[src/rtl/bridge_pkg.sv]
// Shared definitions for the AHB2APB bridge.
//   BRIDGE_WIDTH / BRIDGE_SLAVES : bus width and APB slave count shared by all bridge blocks
//   htrans_t                     : AHB HTRANS encoding
//   resp_state_t                 : AHB response FSM states
//   BRIDGE_BASE_ADDR / SLAVE_WIN_*: bridge memory map, one 64 MB window per slave
package bridge_pkg;

   localparam int unsigned BRIDGE_WIDTH  = 32;
   localparam int unsigned BRIDGE_SLAVES = 4;

   typedef enum logic [1:0] {
      IDLE   = 2'b00,
      BUSY   = 2'b01,
      NONSEQ = 2'b10,
      SEQ    = 2'b11
   } htrans_t;

   typedef enum logic [1:0] {
      OKAY = 2'b00,
      ERR1 = 2'b01,
      ERR2 = 2'b10
   } resp_state_t;

   localparam logic [31:0] BRIDGE_BASE_ADDR = 32'h8000_0000;
   localparam int unsigned SLAVE_WIN_BITS   = 26;
   localparam logic [31:0] SLAVE_WIN_SIZE   = 32'h0400_0000;

   // Bursts never cross a 1 KB boundary, so only the low bits take part in the increment.
   localparam int unsigned WRAP_BITS = 10;

   function automatic logic [WRAP_BITS-1:0] size_incr(input logic [2:0] hsize);
      logic [WRAP_BITS-1:0] one;
      one = WRAP_BITS'(1);
      return one << hsize;
   endfunction

endpackage

[src/rtl/bridge_addr_decoder.sv]
// Combinational address check and APB slave select for the bridge.
//   haddr     : AHB address
//   hsize     : AHB transfer size
//   err_addr  : 1 when the address is outside the bridge map, misaligned, or hsize > word
//   slave_sel : one-hot slave select, all zero when the address is out of range
module bridge_addr_decoder
   import bridge_pkg::*;
#(
   parameter int unsigned       WIDTH     = BRIDGE_WIDTH,
   parameter int unsigned       SLAVES    = BRIDGE_SLAVES,
   parameter logic [WIDTH-1:0]  BASE_ADDR = WIDTH'(BRIDGE_BASE_ADDR)
) (
   input  logic [WIDTH-1:0]  haddr,
   input  logic [2:0]        hsize,
   output logic              err_addr,
   output logic [SLAVES-1:0] slave_sel
);

   localparam int unsigned  SPAN_W = WIDTH + 1;
   // Extra bit keeps the span representable even if the map reaches the top of memory.
   localparam logic [SPAN_W-1:0] SPAN = SPAN_W'(SLAVES) << SLAVE_WIN_BITS;

   logic [WIDTH-1:0] offset;
   logic [WIDTH-1:0] slave_idx;
   logic             in_range;
   logic             misaligned;

   assign offset    = haddr - BASE_ADDR;
   assign slave_idx = offset >> SLAVE_WIN_BITS;
   assign in_range  = (haddr >= BASE_ADDR) && ({1'b0, offset} < SPAN);

   always_comb begin
      misaligned = 1'b0;
      case (hsize)
         3'd0:    misaligned = 1'b0;
         3'd1:    misaligned = haddr[0];
         3'd2:    misaligned = |haddr[1:0];
         default: misaligned = 1'b1;
      endcase
   end

   assign err_addr = ~in_range | misaligned;

   for (genvar i = 0; i < SLAVES; i++) begin : g_sel
      assign slave_sel[i] = in_range && (slave_idx == WIDTH'(i));
   end

endmodule

[src/rtl/bridge_ahb_slave_if.sv]
// AHB-side front end of the AHB2APB bridge.
//   HCLK, HRESETn             : clock, asynchronous active-low reset
//   HSEL, HREADY_IN, HTRANS,
//   HWRITE, HSIZE, HADDR,
//   HWDATA                    : AHB slave inputs
//   valid                     : qualified, error-free transfer for the APB controller
//   HWRITE_REG, HSIZE_REG     : control captured at the address phase
//   HADDR_REG_D1..D3          : captured address and its 1/2-cycle delayed copies
//   HWDATA_REG                : write data captured in the data phase
//   INC_ADDR                  : next burst address, wrapping within 1 KB
//   flag_*                    : registered one-hot APB slave select
//   HRESP, HREADY_ERR         : two-cycle AHB ERROR response
module bridge_ahb_slave_if
   import bridge_pkg::*;
#(
   parameter int unsigned      WIDTH     = BRIDGE_WIDTH,
   parameter int unsigned      SLAVES    = BRIDGE_SLAVES,
   parameter logic [WIDTH-1:0] BASE_ADDR = WIDTH'(BRIDGE_BASE_ADDR)
) (
   input  logic             HCLK,
   input  logic             HRESETn,
   input  logic             HSEL,
   input  logic             HREADY_IN,
   input  logic [1:0]       HTRANS,
   input  logic             HWRITE,
   input  logic [2:0]       HSIZE,
   input  logic [WIDTH-1:0] HADDR,
   input  logic [WIDTH-1:0] HWDATA,
   output logic             valid,
   output logic             HWRITE_REG,
   output logic [2:0]       HSIZE_REG,
   output logic [WIDTH-1:0] HADDR_REG_D1,
   output logic [WIDTH-1:0] HADDR_REG_D2,
   output logic [WIDTH-1:0] HADDR_REG_D3,
   output logic [WIDTH-1:0] HWDATA_REG,
   output logic [WIDTH-1:0] INC_ADDR,
   output logic             flag_timer,
   output logic             flag_interruptc,
   output logic             flag_remap_pause_controller,
   output logic             flag_slave4,
   output logic             HRESP,
   output logic             HREADY_ERR
);

   htrans_t           trans;
   logic              active_trans;
   logic              addr_phase;
   logic              err_addr;
   logic [SLAVES-1:0] slave_sel;
   logic [SLAVES-1:0] slave_sel_q;
   logic              wr_phase_q;
   logic              inc_pend_q;
   logic [WIDTH-1:0]  inc_next;
   resp_state_t       state_q, state_d;

   bridge_addr_decoder #(
      .WIDTH     (WIDTH),
      .SLAVES    (SLAVES),
      .BASE_ADDR (BASE_ADDR)
   ) u_addr_decoder (
      .haddr     (HADDR),
      .hsize     (HSIZE),
      .err_addr  (err_addr),
      .slave_sel (slave_sel)
   );

   assign trans        = htrans_t'(HTRANS);
   assign active_trans = (trans == NONSEQ) || (trans == SEQ);

   // ERR1 drives HREADY low, so nothing can legitimately be sampled during it.
   assign addr_phase = HSEL & HREADY_IN & active_trans & (state_q != ERR1);
   assign valid      = addr_phase & ~err_addr;

   assign inc_next = {HADDR_REG_D1[WIDTH-1:WRAP_BITS],
                      HADDR_REG_D1[WRAP_BITS-1:0] + size_incr(HSIZE_REG)};

   always_ff @(posedge HCLK or negedge HRESETn) begin
      if (!HRESETn) begin
         HADDR_REG_D1 <= '0;
         HADDR_REG_D2 <= '0;
         HADDR_REG_D3 <= '0;
         HWRITE_REG   <= 1'b0;
         HSIZE_REG    <= 3'd0;
         slave_sel_q  <= '0;
         wr_phase_q   <= 1'b0;
         inc_pend_q   <= 1'b0;
         HWDATA_REG   <= '0;
         INC_ADDR     <= '0;
      end else begin
         HADDR_REG_D2 <= HADDR_REG_D1;
         HADDR_REG_D3 <= HADDR_REG_D2;
         if (addr_phase) begin
            HADDR_REG_D1 <= HADDR;
            HWRITE_REG   <= HWRITE;
            HSIZE_REG    <= HSIZE;
            slave_sel_q  <= err_addr ? '0 : slave_sel;
         end
         wr_phase_q <= valid & HWRITE;
         inc_pend_q <= addr_phase;
         if (wr_phase_q) begin
            HWDATA_REG <= HWDATA;
         end
         // D1/HSIZE_REG are only valid the cycle after capture, hence the pending flag.
         if (inc_pend_q) begin
            INC_ADDR <= inc_next;
         end
      end
   end

   always_ff @(posedge HCLK or negedge HRESETn) begin
      if (!HRESETn) begin
         state_q <= OKAY;
      end else begin
         state_q <= state_d;
      end
   end

   always_comb begin
      state_d    = state_q;
      HRESP      = 1'b0;
      HREADY_ERR = 1'b1;
      case (state_q)
         OKAY: begin
            if (addr_phase && err_addr) begin
               state_d = ERR1;
            end
         end
         ERR1: begin
            HRESP      = 1'b1;
            HREADY_ERR = 1'b0;
            state_d    = ERR2;
         end
         ERR2: begin
            HRESP   = 1'b1;
            state_d = (addr_phase && err_addr) ? ERR1 : OKAY;
         end
         default: begin
            state_d = OKAY;
         end
      endcase
   end

   assign flag_timer                  = slave_sel_q[0];
   assign flag_interruptc             = slave_sel_q[1];
   assign flag_remap_pause_controller = slave_sel_q[2];
   assign flag_slave4                 = slave_sel_q[3];

endmodule

[config.mk]
export PLATFORM = sky130hd
export DESIGN_NAME = bridge_ahb_slave_if
export DESIGN_NICKNAME = d
export VERILOG_FILES = /design/src/rtl/bridge_pkg.sv /design/src/rtl/bridge_addr_decoder.sv /design/src/rtl/bridge_ahb_slave_if.sv
export SDC_FILE = /design/constraint.sdc
export NUM_CORES = 1
export LEC_CHECK = 0
export BUFFER_PORTS_ARGS = -buffer_cell sky130_fd_sc_hd__buf_4
export CAP_MARGIN = 15
export CORE_MARGIN = 2
export CORE_UTILIZATION = 35
export CTS_BUF_LIST = sky130_fd_sc_hd__clkbuf_8
export DETAILED_ROUTE_END_ITERATION = 8
export GPL_ROUTABILITY_DRIVEN = 0
export PLACE_DENSITY = 0.64
export SLEW_MARGIN = 30
export SYNTH_ARGS = -nofsm -noshare
export SYNTH_HDL_FRONTEND = slang
export SYNTH_SLANG_ARGS = --single-unit
[constraint.sdc]
create_clock -name HCLK -period 2.2 [get_ports HCLK]
set_input_delay 0.44 -clock HCLK [delete_from_list [all_inputs] [get_ports HCLK]]
set_output_delay 0.44 -clock HCLK [all_outputs]
set_load 0.05 [all_outputs]
# Word-level counts from Yosys, hierarchy flattened
# Cells that the tools add are included.
# W data, S select, Z words.
[word_totals]
reg_bits = 172
output_inout_bits = 171
[op_classes]
n_addsub = 2
n_lt_le_gt_ge = 2
eq_ne = 11
shift = 1
mux = 7
bitwise = 8
n_reduce_logical = 12
[op_table]
columns = ["cell", "n"]
rows = [
  ["$ge A32 B32 Y1 const B", 1],
  ["$logic_not A32 Y1", 1],
  ["$lt A32 B29 Y1 const B", 1],
  ["$sub A32 B32 Y32 const B", 1],
  ["$eq A6 B2 Y1 const B", 2],
  ["$add A10 B10 Y10", 1],
  ["$shl A1 B3 Y10 const A", 1],
  ["$eq A2 B2 Y1 const B", 3],
  ["$eq A6 B1 Y1 const B", 1],
  ["$logic_and A1 B1 Y1", 6],
  ["$pmux W2 S3", 1],
  ["$and A1 B1 Y1", 5],
  ["$mux W4", 1],
  ["$reduce_or A2 Y1", 2],
  ["$eq A3 B1 Y1 const B", 1],
  ["$eq A3 B2 Y1 const B", 1],
  ["$logic_not A3 Y1", 1],
  ["$mux W1", 3],
  ["$pmux W1 S3", 1],
  ["$eq A2 B1 Y1 const B", 1],
  ["$logic_not A2 Y1", 1],
  ["$mux W2", 1],
  ["$ne A2 B1 Y1 const B", 1],
  ["$ne A2 B2 Y1 const B", 1],
  ["3 further kinds", 4],
]

# Longest topological paths before layout
# Gate-level depths: netlist of the first run.
[logic_depth]
depth_word = 8
mapped_depth = 9

# Modules after synthesis
# A second synthesis of the first run with hierarchy kept.
[unflattened]
cells_unflattened = 489
hier_area_um2 = 6402.4
[modules_own_cells]
columns = ["module", "instances", "cells_per_inst", "area_per_inst_um2", "seq_area_each_um2"]
rows = [
  ["bridge_ahb_slave_if", 1, 479, 6322.3, 4304.1],
  ["bridge_addr_decoder", 1, 10, 80.1, 0.0],
]

# Worst setup path after synthesis of the first run
# OpenSTA, ideal clock, no wires.
[synth_path]
kind = "flip-flop to flip-flop"
from = "reg HSIZE_REG[0]"
to = "reg INC_ADDR[5]"
setup_time_ns = 0.125
t_arrival_ns = 2.475
required_ns = 2.075
setup_slack_ns = -0.399
path_stages_with_launch = 9
n_path_buf = 1
path_cell_list = "dfrtp_1 clkbuf_1 or3b_2 inv_1 ha_1 a211oi_1 o21ai_0 xor2_1 mux2_2"
[synth_via]
elab_chain_len = 2
[synth_rtl]
columns = ["item", "line_no", "source"]
rows = [
  ["from (decl)", "bridge_ahb_slave_if.sv:31", "output logic [2:0] HSIZE_REG,"],
  ["from (signal assigned)", "bridge_ahb_slave_if.sv:83", "HSIZE_REG <= 3'd0;"],
  ["from (signal assigned)", "bridge_ahb_slave_if.sv:95", "HSIZE_REG <= HSIZE;"],
  ["$shl A1 B3 Y10", "bridge_pkg.sv:34", "return one << hsize;"],
  ["$add A10 B10 Y10", "bridge_ahb_slave_if.sv:75", "HADDR_REG_D1[WRAP_BITS-1:0] + size_incr(HSIZE_REG)};"],
  ["to (signal assigned)", "bridge_ahb_slave_if.sv:105", "INC_ADDR <= inc_next;"],
  ["to (decl)", "bridge_ahb_slave_if.sv:36", "output logic [WIDTH-1:0] INC_ADDR,"],
]
# No other way between the ends.
# A chain may end at the register's enable or synchronous reset.

# Worst setup path in the final report of the first run
[layout_path]
from = "reg HSIZE_REG[2]"
to = "reg INC_ADDR[4]"
# The elaborated chain is that of the path after synthesis.

==> results of run 1 <==
==> per-stage QoR <==
| step | util, % | total power, mW | setup TNS [ns] | area (um2) |
|---|---|---|---|---|
| 2_1_floorplan | - | 9.45 | -0.00369 | 6450 |
| 6_report | 49.3 | 13.6 | 0 | 8850 |
| 5_1_grt | 49.3 | 14.2 | -0.0280 | 8850 |
| 3_5_place_dp | 47.0 | 11.5 | 0 | 8440 |
| 4_1_cts | 49.2 | 13.7 | 0 | 8830 |
| 3_3_place_gp | 47.0 | 11.4 | 0 | 8440 |
==> layout make-up <==
class	instances	area, um2
fillers	1621	9110
flip-flops and latches	172	4310
repair buffers	258	1980
multi-input cells	253	1840
well taps	229	287
clock buffers	17	234
clock inverters	15	141
inverters	16	60.1
==> logic make-up (layout without fill, tap and decap cells) <==
family,after synthesis,in the layout,synth area share (%)
buffers and inverters,55,306,4.70
AND/OR/NAND/NOR,134,134,9.50
adder cells (fa/ha/maj),14,14,2.85
flip-flops,172,172,67.1
XOR/XNOR,3,3,0.410
multiplexers,61,61,10.7
AO/OA/AOI/OAI,41,41,4.74
==> worst reg2reg max path, cell delays in order (launching register included) <==
cell,delay [ns]
dfrtp_2,0.45
nor3_2,0.18
ha_2,0.20
inv_1,0.05
fa_2,0.37
nor2b_1,0.16
o31a_1,0.25
a21oi_1,0.06
mux2_2,0.26
==> how the worst max path moves through the flow <==
stage / startpoint / endpoint / slack, ns / depth (start not counted)
after floorplan: HSIZE_REG[0] / INC_ADDR[5] / -0.004 / 8
after global placement: HSIZE_REG[2] / INC_ADDR[4] / 0.12 / 8
after detailed placement: HSIZE_REG[2] / INC_ADDR[4] / 0.05 / 8
after CTS: HSIZE_REG[2] / INC_ADDR[4] / 0.03 / 8
after global routing: state_q[1] / valid / -0.02 / 6
final: HSIZE_REG[2] / INC_ADDR[4] / 0.11 / 8
==> layout by cell type (no fill, tap or decap), types with 3 or more instances in the layout <==
cell,n
o2111ai_1,3
buf_12,3
a21oi_1,9
dfrtp_2,4
dfrtp_1,168
o21a_1,3
ha_1,10
mux2_2,59
nor2b_1,3
inv_1,16
clkinv_4,5
ha_2,3
o21ai_0,7
clkbuf_8,17
clkinv_2,3
nand2_1,106
inv_6,3
buf_4,253
nor2_1,4
==> routing by layer <==
| layer | routed length (um) | vias up | share of wire [%] |
|---|---|---|---|
| li1 | - | 2061 | - |
| met1 | 6350 | 2117 | 42 |
| met2 | 7370 | 154 | 49 |
| met3 | 1050 | 20 | 7.0 |
| met4 | 245 | 0 | 1.6 |
| met5 | 0 | - | 0 |
==> report_power, final <==
group | switching, mW | internal, mW | total (mW) | leakage (nW)
Clock | 1.20 | 0.919 | 2.12 | 0.200
Combinational | 4.67 | 1.97 | 6.65 | 2.23
Sequential | 0.658 | 4.13 | 4.79 | 2.20
==> registers in the layout (all words and copies together), names as in the netlist <==
signal and count:
inc_pend_q 1, state_q 2, wr_phase_q 1, HWRITE_REG 1, HADDR_REG_D3 32, HWDATA_REG 32
HADDR_REG_D1 32, HSIZE_REG 3, INC_ADDR 32, HADDR_REG_D2 32, slave_sel_q 4
==> repair_timing <==
action,4_1_cts,5_1_grt
setup buffers,0,2
endpoints found under the setup margin,0,4
hold buffers,1,0
resized for setup,0,3
endpoints found under the hold margin,35,0
==> impl_metrics.yaml, run 1 <==
timing:
  finalCritPeriodShare_pct: 95.1
  fmaxAchievable_ghz: 0.478
  fin_crit_ns: 2.09
  finClkSkew_ns: 0.0131
  max_slew.worst_pin.slew_ns: 0.609
  setup_ws_ns: 0.109
  fin_hold_ws_ns: 0.174
  rsz0062_at_grt: "yes"
  setup-violations-final: 0
  maxSlewViolCount: 0
  relSlewSlack_pct: 59.4
  hold_violations: 0
floorplanning:
  io_pins: 245
  die_x_um: 139
  row_count: 49
  dieArea_mm2: 0.0194
  start_util_pct: 35.7
  design.core.area_mm2: 0.0180
  dieHeight_um: 139
global_routing:
  grt_max_degree: 51
  antenna_found_initial: 0
  first_global_vias: 4550
  use_met2_pct: 25.5
  grt_pass1_wl_mm: 24.1
  grt_usage_pct: 15.7
  grt-ovfl-total: 0
  busiest_layer: "met2"
  met1_usage_pct: 19.6
  use_met3_pct: 5.61
critical_path:
  crit_type: "flip-flop to flip-flop"
  r2r_slack_ns: 0.11
  crit_required_ns: 2.54
  cp-end-kind: "flip-flop"
  cp_slowest_cell: "dfrtp_2"
  start_kind: "flip-flop"
  cp.arrival_ns: 2.43
  cp_cell_sequence: "nor3_2, ha_2, inv_1, fa_2, nor2b_1, o31a_1, a21oi_1, mux2_2"
  r2r_end: "INC_ADDR[4]"
  crit_buf_inv: 1
  crit_path_max_fanout: 5
  worst_r2r_path_depth: 8
  timing.rr.start: "HSIZE_REG[2]"
  cpPeakStageDelay_ns: 0.45
  path_delay_family: "adder cells"
synthesis:
  synth-main-ff-cell: "dfrtp_1"
  synth-seq-cells: 172
  syn_area_mm2: 0.00641
  synth_commonest_cells: "172 x dfrtp_1, 106 x nand2_1, 59 x mux2_2"
  syn-num-nets: 568
  avgSynthCellArea_um2: 13.4
  synthArstFlopShare_pct: 100
  syn_inst: 480
  synth_most_common_cell: "dfrtp_1"
  synth_edf_count: 0
  ys_warn_count: 0
  yosysSeqAreaShare_pct: 67.1
  synth_cell_types: 49
  synth_area_leader_cell: "dfrtp_1"
  yosysTopAreaCellShare_pct: 67.1
  synthTopCellsByArea: "dfrtp_1 67%, mux2_2 10%, nand2_1 6.2%, buf_4 2.6%, ha_1 2.5%"
cells_and_area:
  fin_cells: 960
  drive_gt1_share_pct: 50.2
  nNetsFinal: 806
  area_growth_syn_to_layout_pct: 38.1
  antenna_cells: 0
clock_network:
  clock-sinks: 172
  cts.clk_slew.worst_paths_ns: 0.10
  cts_tree: "yes"
  numCtsBuffers: 17
  clk_latency_ns: 0.45
  htree_num_levels: 4
  cts-root-buf: "clkbuf_8"
  cts_buffer_depth: 2
place:
  io_buffers: 243
  dpl.hpwl_mm: 11.0
  dp.cells: 925
  pre_cts_slack_ns: 0.0513
drt:
  drt_first_pass_iters: 6
  ant_nets: 0
  routedWlPerCell_um: 15.6
  via_per_inst: 4.53
  drc: 0
  dr_total_vias: 4352
  drt_wl_total_mm: 15.0
  first_iter_violations: 132
job:
  cap_violations: 0
worst_hold_path:
  holdCritPathClass: "input port to flip-flop"
  min_from: "HADDR[14]"
  min_to: "HADDR_REG_D1[14]"
  hold_depth: 3
power_and_ir_drop:
  power.density_mw_per_mm2: 1530
  leakagePower_nw: 4.63
  peakVddDrop_mv: 0.918
run_status:
  status: "complete, no violations"
Power figures use the tool's default switching activity.
==> inputs of run 2 (changes only) <==
--- a/config.mk
+++ b/config.mk
@@ -12,8 +12,8 @@
 export CTS_BUF_LIST = sky130_fd_sc_hd__clkbuf_8
 export DETAILED_ROUTE_END_ITERATION = 8
 export GPL_ROUTABILITY_DRIVEN = 0
-export PLACE_DENSITY = 0.64
-export SLEW_MARGIN = 30
+export PLACE_DENSITY_LB_ADDON = 0.12
+export SLEW_MARGIN = 20
 export SYNTH_ARGS = -nofsm -noshare
 export SYNTH_HDL_FRONTEND = slang
 export SYNTH_SLANG_ARGS = --single-unit
==> constraint.sdc (replaced) <==
create_clock -name HCLK -period 2.2 [get_ports HCLK]
set_input_delay 0.11 -clock HCLK [delete_from_list [all_inputs] [get_ports HCLK]]
set_output_delay 0.11 -clock HCLK [all_outputs]
set_load 0.05 [all_outputs]
==> run 2 against run 1 <==
Die area did not move. Setup slack got worse by 0.012 ns. Final cell count rose by 7.5%. Clock-buffer cell count did not move. Clock skew rose by 0.0031 ns. Largest power group unchanged.
==> impl_metrics.yaml, run 2 (synthesis gave the netlist of run 1 again) <==
run_status:
  status: "complete, no violations"
critical_path:
  cp-end-kind: "flip-flop"
  crit_required_ns: 2.55
  cpPeakStageDelay_ns: 0.45
  cp_cell_sequence: "nor3_2, ha_2, inv_1, fa_2, nor2b_2, o31a_1, a21oi_1, mux2_2"
  crit_path_max_fanout: 5
  cp_slowest_cell: "dfrtp_2"
  crit_type: "flip-flop to flip-flop"
  crit_buf_inv: 1
  path_delay_family: "adder cells"
  start_kind: "flip-flop"
  cp.arrival_ns: 2.46
global_routing:
  antenna_found_initial: 0
  grt_usage_pct: 16.8
  grt_max_degree: 57
  grt_pass1_wl_mm: 25.8
  first_global_vias: 4947
  grt-ovfl-total: 0
power_and_ir_drop:
  power.density_mw_per_mm2: 1430
  leakagePower_nw: 4.92
  peakVddDrop_mv: 0.932
timing:
  max_slew.worst_pin.slew_ns: 0.580
  hold_violations: 0
  fin_hold_ws_ns: 0.0504
  fmaxAchievable_ghz: 0.475
  setup_ws_ns: 0.0965
  setup-violations-final: 0
  finClkSkew_ns: 0.0162
  relSlewSlack_pct: 61.3
  maxSlewViolCount: 0
  rsz0062_at_grt: "yes"
  fin_crit_ns: 2.10
  finalCritPeriodShare_pct: 95.6
clock_network:
  numCtsBuffers: 17
  cts_buffer_depth: 2
  htree_num_levels: 4
  cts_tree: "yes"
  clock-sinks: 172
  cts.clk_slew.worst_paths_ns: 0.10
  clk_latency_ns: 0.46
  cts-root-buf: "clkbuf_8"
floorplanning:
  design.core.area_mm2: 0.0180
  io_pins: 245
  dieArea_mm2: 0.0194
  row_count: 49
  start_util_pct: 35.7
  die_x_um: 139
  dieHeight_um: 139
cells_and_area:
  fin_cells: 1032
  fin_area_mm2: 0.00957
  area_growth_syn_to_layout_pct: 49.2
  antenna_cells: 0
  drive_gt1_share_pct: 46.3
  layout_commonest_cell: "buf_4"
  nNetsFinal: 878
  most-common-layout-cells: "256 x buf_4, 168 x dfrtp_1, 106 x nand2_1"
place:
  io_buffers: 243
  dp.cells: 924
  place_area_mm2: 0.00843
  pre_cts_slack_ns: 0.0426
  dpl.hpwl_mm: 11.0
drt:
  drt_wl_total_mm: 16.0
  routedWlPerCell_um: 15.5
  drt_first_pass_iters: 4
  via_per_inst: 4.48
  dr_total_vias: 4619
  drc: 0
  ant_nets: 0
  first_iter_violations: 128
job:
  cap_violations: 0
worst_hold_path:
  holdCritPathClass: "input port to flip-flop"
run 2: changes by cell type in the layout (fill, tap and decap cells not counted), sizes merged:
cell / delta
clkinv: -3
buf: +4
dlygate4sd3: +68
inv: +1
clkinvlp: +3
bufinv: -1
run 2: routing by layer:
| metal | part of all wire, % | global-route usage, % | vias to the layer above | wire length [um] |
|---|---|---|---|---|
| li1 | - | - | 2201 | - |
| met1 | 42 | 20.2 | 2266 | 6640 |
| met2 | 52 | 29.4 | 134 | 8280 |
| met3 | 5.0 | 4.13 | 18 | 794 |
| met4 | 1.7 | 5.95 | 0 | 275 |
| met5 | 0 | 0 | - | 0 |
run 2: worst paths after layout:
check                                      start                to  slack [ns]  cells past startpoint
max in group asynchronous                HRESETn      INC_ADDR[31]        1.34                      3
worst max-delay path                HSIZE_REG[2]       INC_ADDR[4]         0.1                      8
worst min register to register  HADDR_REG_D2[31]  HADDR_REG_D3[31]        0.38                      0
min in group asynchronous                HRESETn   HADDR_REG_D1[4]        0.16                      2
worst max register to register      HSIZE_REG[2]       INC_ADDR[4]         0.1                      8
worst min-delay path                   HREADY_IN  HADDR_REG_D1[30]        0.05                      4
run 2: layout make-up:
class | count | area, um2
fill | 1588 | 8390
multi-input combinational | 253 | 1840
tap | 229 | 287
timing repair buffer | 330 | 2700
sequential | 172 | 4310
clock inverter | 15 | 138
clock buffer | 17 | 234
inverter | 16 | 60.1
run 2: stage by stage:
stage	total power [mW]	setup TNS, ns	utilization (%)
global route	14.3	-0.0179	53.3
detailed placement	11.5	0	46.9
finish	13.7	0	53.3
global placement	11.5	0	46.9
CTS	13.8	0	52.8
floorplan	9.45	-0.00369	-
run 2: worst reg2reg max path: stages, from the launching register on:
cell and delay (ns):
dfrtp_2 0.45, nor3_2 0.18, ha_2 0.19, inv_1 0.06, fa_2 0.38, nor2b_2 0.13, o31a_1 0.28, a21oi_1 0.06
mux2_2 0.27
run 2: power by group:
part / internal (mW) / total [mW] / switching (mW)
sequential: 4.13 / 4.78 / 0.652
clock: 0.825 / 2.09 / 1.27
combinational: 2.07 / 6.79 / 4.72
total: 7.03 / 13.7 / 6.64
run 2: what timing repair did:
| action | in CTS | in global routing |
|---|---|---|
| endpoints found under the hold margin | 125 | 1 |
| pin swaps | 0 | 3 |
| setup endpoints to repair | 1 | 6 |
| hold buffers | 68 | 1 |
| buffers inserted | 0 | 7 |
| cloned | 0 | 0 |
| resized for setup | 1 | 6 |
